--- src/rtl/fetch_sequencer.sv ---
// Instruction-fetch controller: owns the PC, assembles 32-bit words from four byte reads, hands them to decode.
// Latency: 5 cycles from F0 to inst_valid; with inst_ready held high one instruction is accepted every 6 cycles.
// Backpressure: inst_ready low in V holds state, inst and inst_pc stable with no reads issued, indefinitely.
module fetch_sequencer #(
  parameter int          IMEM_BYTES = 4096,
  parameter logic [63:0] RESET_PC   = 64'h0,
  parameter int          MAX_INSTR  = 30
) (
  input  logic        clk,
  input  logic        rst,
  output logic [63:0] imem_addr,
  output logic        imem_rd,
  input  logic [7:0]  imem_rdata,
  output logic [31:0] inst,
  output logic [63:0] inst_pc,
  output logic        inst_valid,
  input  logic        inst_ready,
  input  logic        pc_src,
  input  logic [63:0] branch_addr,
  output logic        halted,
  output logic        fault,
  output logic [31:0] instr_count
);

  typedef enum logic [2:0] {
    S_F0, S_F1, S_F2, S_F3, S_W, S_V, S_HALT, S_FAULT
  } state_t;

  // Highest PC from which a whole word still fits in memory.
  localparam logic [63:0] LAST_WORD_ADDR = 64'(IMEM_BYTES) - 64'd4;

  state_t      state;
  state_t      state_next;
  logic [63:0] pc;
  logic [23:0] low_bytes;   // bytes 0..2 of the word being assembled
  logic [31:0] word;        // full word as seen at the end of W
  logic [31:0] count_inc;
  logic        addr_bad;
  logic        handshake;
  logic        limit_hit;

  assign word      = {imem_rdata, low_bytes};
  assign count_inc = instr_count + 32'd1;
  // Misaligned or out-of-range PCs (including wrapped PC+4) are rejected before any read.
  assign addr_bad  = (pc[1:0] != 2'b00) || (pc > LAST_WORD_ADDR);
  assign handshake = inst_valid && inst_ready;
  assign limit_hit = (MAX_INSTR != 0) && (count_inc == 32'(MAX_INSTR));

  // Status outputs are pure state decodes, forced low while reset is held.
  assign inst_valid = (state == S_V) && !rst;
  assign halted     = (state == S_HALT) && !rst;
  assign fault      = (state == S_FAULT) && !rst;

  // State register.
  always_ff @(posedge clk) begin
    if (rst) begin
      state <= S_F0;
    end else begin
      state <= state_next;
    end
  end

  // Next-state decode and memory read strobe/address for the current fetch step.
  always_comb begin
    state_next = state;
    imem_rd    = 1'b0;
    imem_addr  = 64'h0;
    case (state)
      S_F0: begin
        if (addr_bad) begin
          state_next = S_FAULT;
        end else begin
          imem_rd    = 1'b1;
          imem_addr  = pc;
          state_next = S_F1;
        end
      end
      S_F1: begin
        imem_rd    = 1'b1;
        imem_addr  = pc + 64'd1;
        state_next = S_F2;
      end
      S_F2: begin
        imem_rd    = 1'b1;
        imem_addr  = pc + 64'd2;
        state_next = S_F3;
      end
      S_F3: begin
        imem_rd    = 1'b1;
        imem_addr  = pc + 64'd3;
        state_next = S_W;
      end
      S_W: begin
        // HALT opcode: the word is dropped and never presented to decode.
        state_next = (word[31:21] == 11'h7FF) ? S_HALT : S_V;
      end
      S_V: begin
        if (inst_ready) begin
          state_next = limit_hit ? S_HALT : S_F0;
        end
      end
      default: begin
        state_next = state;
      end
    endcase
    // No read may escape while reset is asserted.
    if (rst) begin
      imem_rd   = 1'b0;
      imem_addr = 64'h0;
    end
  end

  // Datapath: byte capture, word presentation, PC update and handshake counting.
  always_ff @(posedge clk) begin
    if (rst) begin
      pc          <= RESET_PC;
      low_bytes   <= 24'h0;
      inst        <= 32'h0;
      inst_pc     <= 64'h0;
      instr_count <= 32'h0;
    end else begin
      case (state)
        S_F1: low_bytes[7:0]   <= imem_rdata;
        S_F2: low_bytes[15:8]  <= imem_rdata;
        S_F3: low_bytes[23:16] <= imem_rdata;
        S_W: begin
          if (state_next == S_V) begin
            inst    <= word;
            inst_pc <= pc;
          end
        end
        S_V: begin
          if (handshake) begin
            pc          <= pc_src ? branch_addr : pc + 64'd4;
            instr_count <= count_inc;
          end
        end
        default: begin
        end
      endcase
    end
  end

endmodule
--- config.mk ---
export PLATFORM = sky130hd
export DESIGN_NAME = fetch_sequencer
export DESIGN_NICKNAME = d
export VERILOG_FILES = /design/src/rtl/fetch_sequencer.sv
export SDC_FILE = /design/constraint.sdc
export NUM_CORES = 1
export LEC_CHECK = 0
export ABC_AREA = 1
export CAP_MARGIN = 40
export CORE_MARGIN = 5
export CORE_UTILIZATION = 41
export CTS_CLUSTER_DIAMETER = 150
export CTS_CLUSTER_SIZE = 14
export DETAILED_ROUTE_END_ITERATION = 7
export PLACE_DENSITY = 0.65
export SETUP_SLACK_MARGIN = 0.5
export SYNTH_ARGS = -nofsm -noshare
export SYNTH_HDL_FRONTEND = slang
export SYNTH_SLANG_ARGS = --single-unit
export TNS_END_PERCENT = 20
--- constraint.sdc ---
create_clock -name clk -period 4.55 [get_ports clk]
set_clock_uncertainty 0.1 [all_clocks]
set_input_delay 1.365 -clock clk [delete_from_list [all_inputs] [get_ports clk]]
set_output_delay 1.365 -clock clk [all_outputs]
set_load 0.02 [all_outputs]
==> key figures <==
Worst setup path
  • WS Path Type: reg2out
  • WP data arrival: 2.82 ns
  • Crit end category: primary output
  • CP startpoint kind: flop
  • CP required: just over 3 ns
  • Peak fanout along the critical path: 8

Floorplan
  • Starting Density: 41.7%
  • Die Y: 198 um
  • I/O pin cnt: ~270
  • Die area: 39100 um^2
  • Horiz. Die Dim: between 150 and 200 um
  • Site Rows: 68
  • Core area: 34600 um^2

Clocking
  • Clk_lat worst skew: 0.53 ns
  • H-tree levels: 1
  • CTS Hold Bufs: 0
  • CTS root buffer: clkbuf_16
  • Total CTS buffers: 19
  • CTS Buffer Depth: 3
  • Clock Pin Slew Worst Setup and Hold Paths: 0.07 ns
  • CTS tree: yes
  • Clock tree sinks: 219

STA
  • Tmin final: around 4.3 ns
  • Achievable frequency: between 0.2 and 0.25 GHz
  • RSZ-0062 raised after global routing: true
  • Endpoints failing hold: 0
  • Max-slew violations: 0
  • Final Setup Violations: 0
  • Setup tns final: 0 ns
  • Worst relative slew slack: 39.2%
  • Worst-Margin Slew: 0.912 ns
  • Tcrit/Tclk final: 94.3%

Synthesis
  • Synth warnings: 0
  • Distinct cells, synth: 51
  • Primary FF master, synth: dfxtp_1
  • Post-synth top area cell: dfxtp_1
  • Seq cells post-synth: 219
  • Avg Synthesized Cell Area: 6.18 um^2
  • Synth Instances: between 2000 and 2500
  • Largest cells by area after synthesis: dfxtp_1 (30%), nand2_1 (12%), o21ai_0 (8.7%), a21oi_1 (8.1%), nor2_1 (7.3%)
  • Ys async rst share: 0%
  • Cell Area, Synth: 14400 um^2
  • Syn Nets: 2420
  • Post-synthesis sequential area ratio: 30.3%
  • Area share of the largest cell type after synthesis: between 30% and 40%
  • EDFF count, synth: 0

Routing
  • Drt total wl: 75800 um
  • 1st-iter DRT viols: 2050
  • Via/cell ratio: 5.80
  • DR WL/cell: 23.5 um
  • Total vias in the final route: 18700
  • Residual DRC: 0
  • Detail Route Antenna Nets: 0
  • 1st-pass router iterations: 6

Cells and area
  • Area growth syn-to-layout: 42.7%
  • Commonest non-fill, non-tap cell in the layout: nand2_1
  • # diodes: 0
  • Share of layout cells above drive strength 1: 23.7%
  • Finished Layout Cells: 3227
  • Fin nets: 2855
  • Commonest non-fill, non-tap cells in the layout: nand2_1 (422), buf_4 (261), o21ai_0 (241), nor2_1 (239), a21oi_1 (212)

Global routing
  • Gr usage total: 36.7%
  • Initial antenna violation count: 1
  • Number of global-route vias before repair: 17200
  • First-pass GRT wire length: between 100000 and 150000 um
  • Largest net degree at the start of global routing: 86
  • GR Overflow Total: 0

Run status
  • Run status: finished, final reports clean

Min path
  • Hold WC Path Type: reg2reg

Power and ir drop
  • VDD IR max: about 0.35 mV
  • Power density cells: 316 nW/um^2
  • Static Leak: 0.00816 uW

Placed design
  • GP Congestion: between 1 and 1.5
  • Placed cell count: 3168
  • IO buf count: approximately 270
  • Post-DP HPWL: 58300 um

Job
  • Total of max-cap violations: 0
per-stage QoR:
| stage | hold slack [ns] | worst slack [ns] | area, um^2 | utilization [%] | total power, uW |
|---|---|---|---|---|---|
| 2_1_floorplan | 0.330 | 0.537 | 14500 | - | 3670 |
| 3_3_place_gp | 0.343 | 0.145 | 19000 | 55.0 | 4920 |
| 3_5_place_dp | 0.352 | 0.118 | 19000 | 55.0 | 4950 |
| 4_1_cts | 0.360 | 0.274 | 20000 | 57.6 | 6460 |
| 5_1_grt | 0.373 | 0.180 | 20600 | 59.5 | 6800 |
| 6_report | 0.359 | 0.261 | 20600 | 59.5 | 6510 |
path summary, 6_finish.rpt:
check                            startpoint                        end  slack (ns)  cells past startpoint
setup reg to reg        state[2]$_SDFF_PP0_        pc[35]$_SDFFE_PP0P_        1.88                     11
hold reg to reg   low_bytes[7]$_SDFFE_PP0P_  low_bytes[7]$_SDFFE_PP0P_        0.36                      2
setup / recovery        pc[48]$_SDFFE_PP0P_               imem_addr[4]        0.26                     10
hold / removal    low_bytes[7]$_SDFFE_PP0P_  low_bytes[7]$_SDFFE_PP0P_        0.36                      2
cell type report:
class	count	area [um^2]
Clock inverter	1	7.51
Clock buffer	19	475
Tap cell	455	569
Sequential cell	219	4480
Inverter	264	1020
Timing Repair Buffer	533	4710
Multi-Input combinational cell	1736	9360
Fill cell	3379	14000
repair_timing:
item | 4_1_cts | 5_1_grt
endpoints found under the hold margin | 0 | 0
gates resized for setup | 332 | 217
gates cloned | 0 | 0
buffers inserted | 11 | 28
pin swaps | 24 | 59
endpoints found under the setup margin | 67 | 67
layer usage:
metal  GRT usage, %  part of all wire (%)  vias to the layer above  wire (um)
li1               -                     -                     8637          -
met1           48.8                    39                     8722      29900
met2           60.0                    45                     1115      34000
met3           5.16                    10                      239       7620
met4           15.0                   5.7                        0       4320
met5              0                     0                        -          0
critical path, stage by stage (launching register included):
cell             delay [ns]
dfxtp_1                0.31
buf_4                  0.19
nor4_1                 0.35
nand4_1                0.25
nor2_2                 0.22
nand3_1                0.12
inv_1                  0.11
buf_12                 0.14
nand2_1                0.06
a21oi_1                0.24
clkdlybuf4s15_2        0.31
report_power, final:
part / switching [uW] / internal (uW)
logic: 1550 / 959
registers: 223 / 2270
clock network: 760 / 742
kinds of logic (layout without fill, tap and decap cells):
kind of cell,after synthesis,in the layout,share of synthesized area [%]
compound gates,597,597,22.1
xor+xnor,33,33,2.00
buf+inv,383,817,10.3
fa+ha+maj,6,6,0.572
flops,219,219,30.3
simple gates,1100,1100,34.7
synth_stat cells (17+ instances only):
| library cell | n |
|---|---|
| nand3_1 | 196 |
| nand4_1 | 44 |
| xor2_1 | 32 |
| o21ai_0 | 251 |
| nor2_1 | 280 |
| a31oi_1 | 37 |
| o211ai_1 | 28 |
| a21oi_1 | 235 |
| inv_1 | 229 |
| nor2_2 | 26 |
| clkbuf_1 | 83 |
| buf_2 | 21 |
| dfxtp_1 | 219 |
| o21ai_1 | 17 |
| nor3_1 | 32 |
| nand2_1 | 451 |
| inv_2 | 32 |
flip-flops by register name, summed over array words and instances (netlist names):
name and flops:
inst 32, inst_pc 64, instr_count 32, low_bytes 24
pc 64, state 3
Note: power is estimated with default switching activity, not from simulation.
